## src/rtl/vram_console_ctrl_pkg.sv

```systemverilog
// Shared constants and types for the VRAM console controller: sequencer states,
// control codes, screen geometries and the cursor command set.
package vram_console_pkg;

  localparam logic [1:0] ST_IDLE = 2'd0;
  localparam logic [1:0] ST_LCLR = 2'd1;
  localparam logic [1:0] ST_FCLR = 2'd2;

  localparam logic [7:0] CC_BS = 8'h08;
  localparam logic [7:0] CC_LF = 8'h0A;
  localparam logic [7:0] CC_FF = 8'h0C;
  localparam logic [7:0] CC_CR = 8'h0D;

  localparam logic [7:0] CH_FIRST = 8'h20;
  localparam logic [7:0] CH_LAST  = 8'h7E;

  localparam logic [5:0] COLS0 = 6'd50;
  localparam logic [4:0] ROWS0 = 5'd15;
  localparam logic [5:0] COLS1 = 6'd30;
  localparam logic [4:0] ROWS1 = 5'd25;

  localparam logic RR_CPU = 1'b0;
  localparam logic RR_CH  = 1'b1;

  typedef enum logic [2:0] {
    CUR_NONE = 3'd0,
    CUR_ADV  = 3'd1,
    CUR_CR   = 3'd2,
    CUR_BS   = 3'd3,
    CUR_LINE = 3'd4,
    CUR_HOME = 3'd5
  } cur_cmd_e;

  function automatic logic is_printable(input logic [7:0] c);
    return (c >= CH_FIRST) && (c <= CH_LAST);
  endfunction

endpackage

```

## src/rtl/vram_console_ctrl_if.sv

```systemverilog
// Bundle of the controller's requester, status and VRAM write-port signals.
// The master side is the system (CPU, terminal, LCD); the slave side is the controller.
interface vram_console_ctrl_if;
  logic [1:0]  direction;
  logic [7:0]  attr;
  logic        cpu_valid;
  logic [11:0] cpu_addr;
  logic [15:0] cpu_data;
  logic        cpu_ready;
  logic        ch_valid;
  logic [7:0]  ch_data;
  logic        ch_ready;
  logic        clr_req;
  logic        busy;
  logic [5:0]  cur_col;
  logic [4:0]  cur_row;
  logic        ram_ce;
  logic [11:0] ram_addr;
  logic [15:0] ram_data;

  modport master (
    output direction, attr, cpu_valid, cpu_addr, cpu_data, ch_valid, ch_data, clr_req,
    input  cpu_ready, ch_ready, busy, cur_col, cur_row, ram_ce, ram_addr, ram_data
  );

  modport slave (
    input  direction, attr, cpu_valid, cpu_addr, cpu_data, ch_valid, ch_data, clr_req,
    output cpu_ready, ch_ready, busy, cur_col, cur_row, ram_ce, ram_addr, ram_data
  );
endinterface

```

## src/rtl/vram_console_ctrl_cursor.sv

```systemverilog
// Terminal cursor: column, row, row base and linear cell address, all kept
// incrementally so the cell address never needs a multiply.
module console_cursor
  import vram_console_pkg::*;
(
  input  logic        clk_pix,
  input  logic        reset,
  input  cur_cmd_e    cmd_i,
  input  logic [5:0]  cols_i,
  input  logic [4:0]  rows_i,
  output logic [5:0]  col_o,
  output logic [4:0]  row_o,
  output logic [11:0] rowbase_o,
  output logic [11:0] addr_o,
  output logic        eol_o
);

  logic [5:0]  col_q, col_d;
  logic [4:0]  row_q, row_d;
  logic [11:0] base_q, base_d;
  logic [11:0] addr_q, addr_d;
  logic        last_col_s;
  logic        last_row_s;
  logic [4:0]  nrow_s;
  logic [11:0] nbase_s;

  assign last_col_s = (col_q == (cols_i - 6'd1));
  assign last_row_s = (row_q == (rows_i - 5'd1));
  assign nrow_s     = last_row_s ? 5'd0 : (row_q + 5'd1);
  assign nbase_s    = last_row_s ? 12'd0 : (base_q + {6'd0, cols_i});

  // Next cursor position for the command issued this cycle
  always_comb begin
    col_d  = col_q;
    row_d  = row_q;
    base_d = base_q;
    addr_d = addr_q;
    case (cmd_i)
      CUR_ADV, CUR_LINE: begin
        if ((cmd_i == CUR_LINE) || last_col_s) begin
          col_d  = 6'd0;
          row_d  = nrow_s;
          base_d = nbase_s;
          addr_d = nbase_s;
        end else begin
          col_d  = col_q + 6'd1;
          addr_d = addr_q + 12'd1;
        end
      end
      CUR_CR: begin
        col_d  = 6'd0;
        addr_d = base_q;
      end
      CUR_BS: begin
        if (col_q != 6'd0) begin
          col_d  = col_q - 6'd1;
          addr_d = addr_q - 12'd1;
        end else begin
          col_d  = col_q;
          addr_d = addr_q;
        end
      end
      CUR_HOME: begin
        col_d  = 6'd0;
        row_d  = 5'd0;
        base_d = 12'd0;
        addr_d = 12'd0;
      end
      default: begin
        col_d  = col_q;
        row_d  = row_q;
        base_d = base_q;
        addr_d = addr_q;
      end
    endcase
  end

  // Cursor state registers
  always_ff @(posedge clk_pix or negedge reset) begin
    if (!reset) begin
      col_q  <= 6'd0;
      row_q  <= 5'd0;
      base_q <= 12'd0;
      addr_q <= 12'd0;
    end else begin
      col_q  <= col_d;
      row_q  <= row_d;
      base_q <= base_d;
      addr_q <= addr_d;
    end
  end

  assign col_o     = col_q;
  assign row_o     = row_q;
  assign rowbase_o = base_q;
  assign addr_o    = addr_q;
  assign eol_o     = last_col_s;

endmodule

```

## src/rtl/vram_console.sv

```systemverilog
// VRAM console write sequencer: round-robin arbitration between CPU cell writes and
// a terminal character stream, plus line-clear and full-screen-clear engines.
module vram_console_ctrl
  import vram_console_pkg::*;
#(
  parameter int unsigned CELLS = 750,
  parameter logic [7:0]  BLANK = 8'h20
) (
  input  logic                clk_pix,
  input  logic                reset,
  vram_console_ctrl_if.slave  bus
);

  localparam logic [9:0] IDX_LAST = 10'(CELLS - 32'd1);

  logic [1:0]  state_q, state_d;
  logic [9:0]  idx_q, idx_d;
  logic        rr_last_q, rr_last_d;
  logic        dir_q;
  logic        ram_ce_q, ram_ce_d;
  logic [11:0] ram_addr_q, ram_addr_d;
  logic [15:0] ram_data_q, ram_data_d;

  logic [5:0]  cols_s;
  logic [4:0]  rows_s;
  logic        idle_s;
  logic        cpu_ready_s, ch_ready_s;
  logic        cpu_fire_s, ch_fire_s;
  logic        printable_s;
  logic        clr_go_s;
  logic        fclr_done_s;
  logic        lclr_done_s;
  logic        line_adv_s;
  cur_cmd_e    cmd_s;
  logic [5:0]  cur_col_s;
  logic [4:0]  cur_row_s;
  logic [11:0] rowbase_s;
  logic [11:0] cur_addr_s;
  logic        eol_s;
  logic        unused_dir_s;

  assign unused_dir_s = bus.direction[1];

  assign cols_s = dir_q ? COLS1 : COLS0;
  assign rows_s = dir_q ? ROWS1 : ROWS0;
  assign idle_s = (state_q == ST_IDLE);

  // The requester served last yields only when the other one is also asking.
  assign cpu_ready_s = idle_s & ~(bus.ch_valid & (rr_last_q == RR_CPU));
  assign ch_ready_s  = idle_s & ~(bus.cpu_valid & (rr_last_q == RR_CH));
  assign cpu_fire_s  = bus.cpu_valid & cpu_ready_s;
  assign ch_fire_s   = bus.ch_valid & ch_ready_s;
  assign printable_s = is_printable(bus.ch_data);

  assign clr_go_s    = bus.clr_req | (bus.direction[0] ^ dir_q) |
                       (ch_fire_s & (bus.ch_data == CC_FF));
  assign fclr_done_s = (state_q == ST_FCLR) && (idx_q == IDX_LAST);
  assign lclr_done_s = (idx_q == ({4'd0, cols_s} - 10'd1));
  assign line_adv_s  = ch_fire_s & ((bus.ch_data == CC_LF) | (printable_s & eol_s));

  // Cursor command decode; a clear homes the cursor on entry and again on completion
  always_comb begin
    cmd_s = CUR_NONE;
    if (clr_go_s || fclr_done_s) begin
      cmd_s = CUR_HOME;
    end else if (ch_fire_s) begin
      if (printable_s) begin
        cmd_s = CUR_ADV;
      end else begin
        case (bus.ch_data)
          CC_LF:   cmd_s = CUR_LINE;
          CC_CR:   cmd_s = CUR_CR;
          CC_BS:   cmd_s = CUR_BS;
          default: cmd_s = CUR_NONE;
        endcase
      end
    end else begin
      cmd_s = CUR_NONE;
    end
  end

  console_cursor u_cursor (
    .clk_pix   (clk_pix),
    .reset     (reset),
    .cmd_i     (cmd_s),
    .cols_i    (cols_s),
    .rows_i    (rows_s),
    .col_o     (cur_col_s),
    .row_o     (cur_row_s),
    .rowbase_o (rowbase_s),
    .addr_o    (cur_addr_s),
    .eol_o     (eol_s)
  );

  // Sequencer next state: a clear request overrides everything and restarts at index 0
  always_comb begin
    state_d   = state_q;
    idx_d     = idx_q;
    rr_last_d = rr_last_q;
    if (cpu_fire_s) begin
      rr_last_d = RR_CPU;
    end else if (ch_fire_s) begin
      rr_last_d = RR_CH;
    end else begin
      rr_last_d = rr_last_q;
    end
    if (clr_go_s) begin
      state_d = ST_FCLR;
      idx_d   = 10'd0;
    end else begin
      case (state_q)
        ST_IDLE: begin
          if (line_adv_s) begin
            state_d = ST_LCLR;
            idx_d   = 10'd0;
          end else begin
            state_d = ST_IDLE;
            idx_d   = idx_q;
          end
        end
        ST_LCLR: begin
          if (lclr_done_s) begin
            state_d = ST_IDLE;
            idx_d   = 10'd0;
          end else begin
            idx_d   = idx_q + 10'd1;
          end
        end
        ST_FCLR: begin
          if (fclr_done_s) begin
            state_d = ST_IDLE;
            idx_d   = 10'd0;
          end else begin
            idx_d   = idx_q + 10'd1;
          end
        end
        default: begin
          state_d = ST_IDLE;
          idx_d   = 10'd0;
        end
      endcase
    end
  end

  // VRAM write for this cycle's transfer or clear step; it lands on the port next cycle
  always_comb begin
    ram_ce_d   = 1'b0;
    ram_addr_d = ram_addr_q;
    ram_data_d = ram_data_q;
    case (state_q)
      ST_IDLE: begin
        if (cpu_fire_s) begin
          ram_ce_d   = 1'b1;
          ram_addr_d = bus.cpu_addr;
          ram_data_d = bus.cpu_data;
        end else if (ch_fire_s && printable_s) begin
          ram_ce_d   = 1'b1;
          ram_addr_d = cur_addr_s;
          ram_data_d = {bus.attr, bus.ch_data};
        end else begin
          ram_ce_d   = 1'b0;
        end
      end
      ST_LCLR: begin
        ram_ce_d   = 1'b1;
        ram_addr_d = rowbase_s + {2'b00, idx_q};
        ram_data_d = {bus.attr, BLANK};
      end
      ST_FCLR: begin
        ram_ce_d   = 1'b1;
        ram_addr_d = {2'b00, idx_q};
        ram_data_d = {bus.attr, BLANK};
      end
      default: begin
        ram_ce_d   = 1'b0;
      end
    endcase
  end

  // State, arbitration and VRAM port registers; reset lands in a full clear
  always_ff @(posedge clk_pix or negedge reset) begin
    if (!reset) begin
      state_q    <= ST_FCLR;
      idx_q      <= 10'd0;
      rr_last_q  <= RR_CPU;
      dir_q      <= 1'b0;
      ram_ce_q   <= 1'b0;
      ram_addr_q <= 12'd0;
      ram_data_q <= 16'd0;
    end else begin
      state_q    <= state_d;
      idx_q      <= idx_d;
      rr_last_q  <= rr_last_d;
      dir_q      <= bus.direction[0];
      ram_ce_q   <= ram_ce_d;
      ram_addr_q <= ram_addr_d;
      ram_data_q <= ram_data_d;
    end
  end

  assign bus.cpu_ready = cpu_ready_s;
  assign bus.ch_ready  = ch_ready_s;
  assign bus.busy      = (state_q == ST_LCLR) || (state_q == ST_FCLR);
  assign bus.cur_col   = cur_col_s;
  assign bus.cur_row   = cur_row_s;
  assign bus.ram_ce    = ram_ce_q;
  assign bus.ram_addr  = ram_addr_q;
  assign bus.ram_data  = ram_data_q;

endmodule

```

## src/flat_wrapper.sv

```systemverilog
// flat-port wrapper written by rule: the top's interface ports become plain ports
module vram_console_ctrl_flat import vram_console_pkg::*;
#(
  parameter int unsigned CELLS = 750,
  parameter logic [7:0]  BLANK = 8'h20
)
  (clk_pix, reset, bus_direction, bus_attr, bus_cpu_valid, bus_cpu_addr, bus_cpu_data, bus_ch_valid, bus_ch_data, bus_clr_req, bus_cpu_ready, bus_ch_ready, bus_busy, bus_cur_col, bus_cur_row, bus_ram_ce, bus_ram_addr, bus_ram_data);
  vram_console_ctrl_if bus_i ();
  input  logic clk_pix;
  input  logic reset;
  input wire logic [$bits(bus_i.direction)-1:0] bus_direction;
  input wire logic [$bits(bus_i.attr)-1:0] bus_attr;
  input wire logic [$bits(bus_i.cpu_valid)-1:0] bus_cpu_valid;
  input wire logic [$bits(bus_i.cpu_addr)-1:0] bus_cpu_addr;
  input wire logic [$bits(bus_i.cpu_data)-1:0] bus_cpu_data;
  input wire logic [$bits(bus_i.ch_valid)-1:0] bus_ch_valid;
  input wire logic [$bits(bus_i.ch_data)-1:0] bus_ch_data;
  input wire logic [$bits(bus_i.clr_req)-1:0] bus_clr_req;
  output wire logic [$bits(bus_i.cpu_ready)-1:0] bus_cpu_ready;
  output wire logic [$bits(bus_i.ch_ready)-1:0] bus_ch_ready;
  output wire logic [$bits(bus_i.busy)-1:0] bus_busy;
  output wire logic [$bits(bus_i.cur_col)-1:0] bus_cur_col;
  output wire logic [$bits(bus_i.cur_row)-1:0] bus_cur_row;
  output wire logic [$bits(bus_i.ram_ce)-1:0] bus_ram_ce;
  output wire logic [$bits(bus_i.ram_addr)-1:0] bus_ram_addr;
  output wire logic [$bits(bus_i.ram_data)-1:0] bus_ram_data;
  assign bus_i.direction = bus_direction;
  assign bus_i.attr = bus_attr;
  assign bus_i.cpu_valid = bus_cpu_valid;
  assign bus_i.cpu_addr = bus_cpu_addr;
  assign bus_i.cpu_data = bus_cpu_data;
  assign bus_i.ch_valid = bus_ch_valid;
  assign bus_i.ch_data = bus_ch_data;
  assign bus_i.clr_req = bus_clr_req;
  assign bus_cpu_ready = bus_i.cpu_ready;
  assign bus_ch_ready = bus_i.ch_ready;
  assign bus_busy = bus_i.busy;
  assign bus_cur_col = bus_i.cur_col;
  assign bus_cur_row = bus_i.cur_row;
  assign bus_ram_ce = bus_i.ram_ce;
  assign bus_ram_addr = bus_i.ram_addr;
  assign bus_ram_data = bus_i.ram_data;
  vram_console_ctrl #(.CELLS(CELLS), .BLANK(BLANK)) u_core (.clk_pix(clk_pix), .reset(reset), .bus(bus_i));
endmodule
```

## config.mk

```make
export PLATFORM = sky130hd
export DESIGN_NAME = vram_console_ctrl_flat
export DESIGN_NICKNAME = d
export VERILOG_FILES = /design/src/rtl/vram_console_ctrl_pkg.sv /design/src/rtl/vram_console_ctrl_if.sv /design/src/rtl/vram_console_ctrl_cursor.sv /design/src/rtl/vram_console.sv /design/src/flat_wrapper.sv
export SDC_FILE = /design/constraint.sdc
export NUM_CORES = 1
export LEC_CHECK = 0
export CAP_MARGIN = 10
export CORE_MARGIN = 2
export CORE_UTILIZATION = 40
export DETAILED_ROUTE_END_ITERATION = 8
export PLACE_DENSITY = 0.65
export SYNTH_ARGS = -nofsm -noshare
export SYNTH_HDL_FRONTEND = slang
export SYNTH_SLANG_ARGS = --single-unit
export TNS_END_PERCENT = 5
```

## constraint.sdc

```tcl
create_clock -name clk_pix -period 2.4 [get_ports clk_pix]
set_input_delay 0.24 -clock clk_pix [delete_from_list [all_inputs] [get_ports clk_pix]]
set_output_delay 0.24 -clock clk_pix [all_outputs]
set_load 0.02 [all_outputs]
```

==> results.md <==
| Parameter | This run | Unit |
|:---|:---|:---|
| Count of placed standard cells in the final layout, fillers left out | 1041 | - |
| Final hold viol count | 0 | - |
| Adder and majority gate portion of the synthesized area | 6.36 | % |
| Number of global-route vias before repair | 5744 | - |
| Total die area | 15300 | µm² |
| Share of the synthesized netlist area taken by xor and xnor gates | 4.73 | % |
| Ys Warns | 0 | - |
| Worst-case register-to-register setup slack | 0.01 | ns |
| Seq cells post-synth | 78 | - |
| Most instantiated cells after synthesis | sky130_fd_sc_hd__dfrtp_1, sky130_fd_sc_hd__nand2_1, sky130_fd_sc_hd__nor2_1 | - |
| Critical Setup Path Class | reg -> reg | - |
| Total number of placement rows | 43 | - |
| Slew @ Worst Pin | 0.577 | ns |
| Number of DRC markers after the initial detailed-route iteration | 341 | - |
| Tightest Hold Check Type | in -> async | - |
| Area of the mapped netlist | 5740 | µm² |
| Pins over their slew limit | 0 | - |
| Slew HR | 61.5 | % |
| Antenna violations before repair | 0 | - |
| Area Growth Syn to Fin | 43.9 | % |
| Depth of the critical timing path with buffers and inverters included | 12 | - |
| Total wire length | 19000 | µm |
| Final setup violation count | 0 | - |
| Per-cell routed wire length | 18.3 | µm |
| Gate count of the mapped netlist | 661 | - |
| Worst setup path endpoint | u_core.u_cursor.addr_o[6] | - |
| Number of port buffers | 92 | - |
| Minimum clock period after layout | 2.39 | ns |
| Final worst clock skew | 0.00743 | ns |
| Reg-to-Reg Start | u_core.idx_q[0] | - |
| Nature of the critical path startpoint | register | - |
| Proportion of layout cells with a drive suffix above 1 | 23.1 | % |
| Dominant cell type by area after synthesis | sky130_fd_sc_hd__dfrtp_1 | - |
| Seq/Total Area, Yosys | 34.0 | % |
| Maximum number of pins on one net before global-route repair | 51 | - |
| Biggest fanout along the worst timing path | 6 | - |
| Post-Syn Nets | 740 | - |
| Unrepaired setup endpoints after global routing | true | - |
| Detailed-routing iteration count for the pre-antenna-repair pass | 5 | - |
| Leakage | 3.54 | nW |
| Overflow left after global routing | 0 | - |
| Delay-heaviest family, CP | buffers and inverters | - |
| Cell total after placement | 1016 | - |
| Clk_lat worst skew | 0.34 | ns |
| Vias per inst | 5.66 | - |
| Design Area, Final | 8260 | µm² |
| Crit. Startpoint | u_core.idx_q[0] | - |
| TritonCTS clock tree | done | - |
| Maximum root-to-sink buffer count | 2 | - |
| Per-instance average area after synthesis | 8.69 | µm² |
| Residual DRC count | 0 | - |
| Worst hold slack across all endpoints | 0.374 | ns |
| Power density relative to cell area | 429 | nW/µm² |
| Maximum achievable frequency | 419 | MHz |
| Core footprint | 13900 | µm² |
| Via count | 5890 | - |
| Count of flip-flops with a built-in enable after synthesis | 0 | - |
| Diode count | 0 | - |
| Width of the die | 124 | µm |
| Largest family of logic cells by synthesized area | compound AO/OA/AOI/OAI gates | - |
| Buf+Inv Stages, Crit Path | 4 | - |
| Worst R2R End | u_core.u_cursor.addr_o[6] | - |
| Storage cell area | 1960 | µm² |
| Master cell of the clock root buffer | sky130_fd_sc_hd__clkbuf_16 | - |
| Result of the run | finished, final reports clean | - |
| Detailed placement HPWL | 14200 | µm |
| Synth Area in Simple Gates | 23.0 | % |
| Compound-gate portion of the synthesized area | 23.2 | % |
| Data arrival time of the critical path | 2.66 | ns |
| Post-detailed-placement cell area | 7680 | µm² |
| Clock slew at reported path FFs | 0.06 | ns |
| Most used flip-flop cell after synthesis | sky130_fd_sc_hd__dfrtp_1 | - |
| Multiplexer share of the synthesized area | 3.84 | % |
| Clock sinks | 78 | - |
| Maximum vdd drop | 0.000299 | V |
| Maximum single-stage delay on the critical path | 0.44 | ns |
| Data required time at the worst endpoint | 2.67 | ns |
| Library cell contributing the largest single delay on the critical path | sky130_fd_sc_hd__dfrtp_2 | - |
| Cell depth of the worst flop-to-flop path | 12 | - |
| Post-route fraction of the period consumed by the critical path | 99.5 | % |
| Max-cap viol count | 0 | - |
| Post-synth cell types | 77 | - |
| Main area contributors after synthesis | sky130_fd_sc_hd__dfrtp_1, sky130_fd_sc_hd__ha_1, sky130_fd_sc_hd__nand2_1 | - |
| # IOs | 94 | - |
| Capturing element type of the critical path | register | - |
| Height of the die | 124 | µm |
| Wire length of the first global-routing pass | 29300 | µm |
| Number of H-tree branching levels | 3 | - |
| Cells traversed along the worst timing path | ha_2 > and4b_1 > nand4_1 > buf_6 > o211ai_4 > buf_6 > nor4_4 > buf_4 > buf_4 > a21oi_1 > a21o_1 > a21oi_2 | - |
| Ys async rst share | 100 | % |
| Number of routed nets with antenna violations | 0 | - |
| Weighted congestion at the end of routability-driven global placement | 0.914 | - |
| GR Util All Layers | 24.9 | % |
| Total CTS buffers | 9 | - |
| Initial cell density of the core | 41.2 | % |
| Most frequent cell after synthesis | sky130_fd_sc_hd__dfrtp_1 | - |
| Fraction of post-synthesis cell area in the top cell type by area | 33.6 | % |
| Multi-input gate area | 3690 | µm² |
| Net count reported at finish | 936 | - |
| Filler cell count | 1175 | - |
[layout make-up]
cell class                      instances  share of cell area [%]
Clock buffer                           11                    2.94
Multi-Input combinational cell        524                    44.7
Inverter                               24                    1.09
Timing Repair Buffer                  220                    23.7
Tap cell                              180                    2.73
Sequential cell                        78                    23.7
Clock inverter                          4                    1.15
[worst min-delay path by stage]
stage,start,endpoint,slack (ns),depth (start not counted)
after floorplan,reset,u_core.bus.ram_addr[0],-0.06,0
after global placement,reset,u_core.u_cursor.row_o[3],0.21,1
after detailed placement,reset,u_core.u_cursor.row_o[2],0.20,1
after CTS,reset,u_core.u_cursor.addr_o[10],0.38,2
after global routing,bus_direction[0],u_core.dir_q,0.41,1
final,reset,u_core.u_cursor.addr_o[10],0.37,2
[state kept, by name, indices dropped and copies added (netlist names)]
register / cells
u_core.state_q: 2
u_core.bus.ram_ce: 1
u_core.u_cursor.rowbase_o: 12
u_core.u_cursor.addr_o: 12
u_core.bus.ram_addr: 12
u_core.rr_last_q: 1
u_core.u_cursor.row_o: 5
u_core.u_cursor.col_o: 6
u_core.idx_q: 10
u_core.dir_q: 1
u_core.bus.ram_data: 16
[where the power goes]
part | switching (mW) | total [mW] | internal, mW
Combinational | 0.285 | 0.568 | 0.283
Clock | 0.555 | 1.59 | 1.04
Sequential | 0.0376 | 1.38 | 1.35
Total | 0.878 | 3.54 | 2.67
[timing repair]
| item | 4_1_cts | 5_1_grt |
|---|---|---|
| gates cloned | 0 | 2 |
| resized for setup | 11 | 33 |
| setup buffers | 0 | 7 |
| endpoints found under the hold margin | 28 | 0 |
| pin swaps | 7 | 15 |
| hold buffers | 1 | 0 |
| setup endpoints to repair | 14 | 46 |
[per-layer routing]
layer  routed length (µm)  part of all wire, %  track usage [%]  up-vias
li1                     -                    -                -     2838
met5                    0                    0                0        -
met3                  946                  5.0             2.98       31
met1                 8470                   45             33.4     2841
met4                  600                  3.2             11.5        0
met2                 8980                   47             40.1      180
[cells by family (layout without fill, tap and decap cells)]
kind of cell,count (synthesis),in the layout
AND/OR/NAND/NOR,246,246
AO/OA/AOI/OAI,195,197
XOR/XNOR,31,31
buffers and inverters,61,259
adder cells (fa/ha/maj),28,28
flip-flops,78,78
multiplexers,22,22
[per-stage QoR]
step           setup TNS (ns)  util [%]  setup WS, ns  power, mW
6_report                    0      59.3        0.0125       3.54
2_1_floorplan               0         -        0.0202       1.65
3_5_place_dp            -4.47      55.1        -0.262       1.94
3_3_place_gp            -3.10      55.1        -0.201       1.93
4_1_cts               -0.0241      57.9       -0.0124       3.55
5_1_grt                -0.738      59.3       -0.0789       3.68
[placed cells by master (no fill, tap or decap), types with 9 or more instances in the layout]
| cell type | count |
|---|---|
| sky130_fd_sc_hd__a21oi_1 | 35 |
| sky130_fd_sc_hd__dfrtp_1 | 75 |
| sky130_fd_sc_hd__xnor2_1 | 14 |
| sky130_fd_sc_hd__buf_4 | 119 |
| sky130_fd_sc_hd__nor3_1 | 17 |
| sky130_fd_sc_hd__clkdlybuf4s50_1 | 91 |
| sky130_fd_sc_hd__o31ai_1 | 15 |
| sky130_fd_sc_hd__nor2_1 | 52 |
| sky130_fd_sc_hd__a31oi_1 | 11 |
| sky130_fd_sc_hd__nand2_1 | 68 |
| sky130_fd_sc_hd__and3_1 | 9 |
| sky130_fd_sc_hd__xor2_1 | 17 |
| sky130_fd_sc_hd__inv_1 | 22 |
| sky130_fd_sc_hd__clkbuf_16 | 9 |
| sky130_fd_sc_hd__ha_1 | 23 |
| sky130_fd_sc_hd__nand3_1 | 20 |
| sky130_fd_sc_hd__nand4_1 | 10 |
| sky130_fd_sc_hd__o21ai_0 | 40 |
| sky130_fd_sc_hd__nor3b_1 | 9 |
| sky130_fd_sc_hd__mux2i_1 | 22 |
Note: power is estimated with default switching activity, not from simulation.
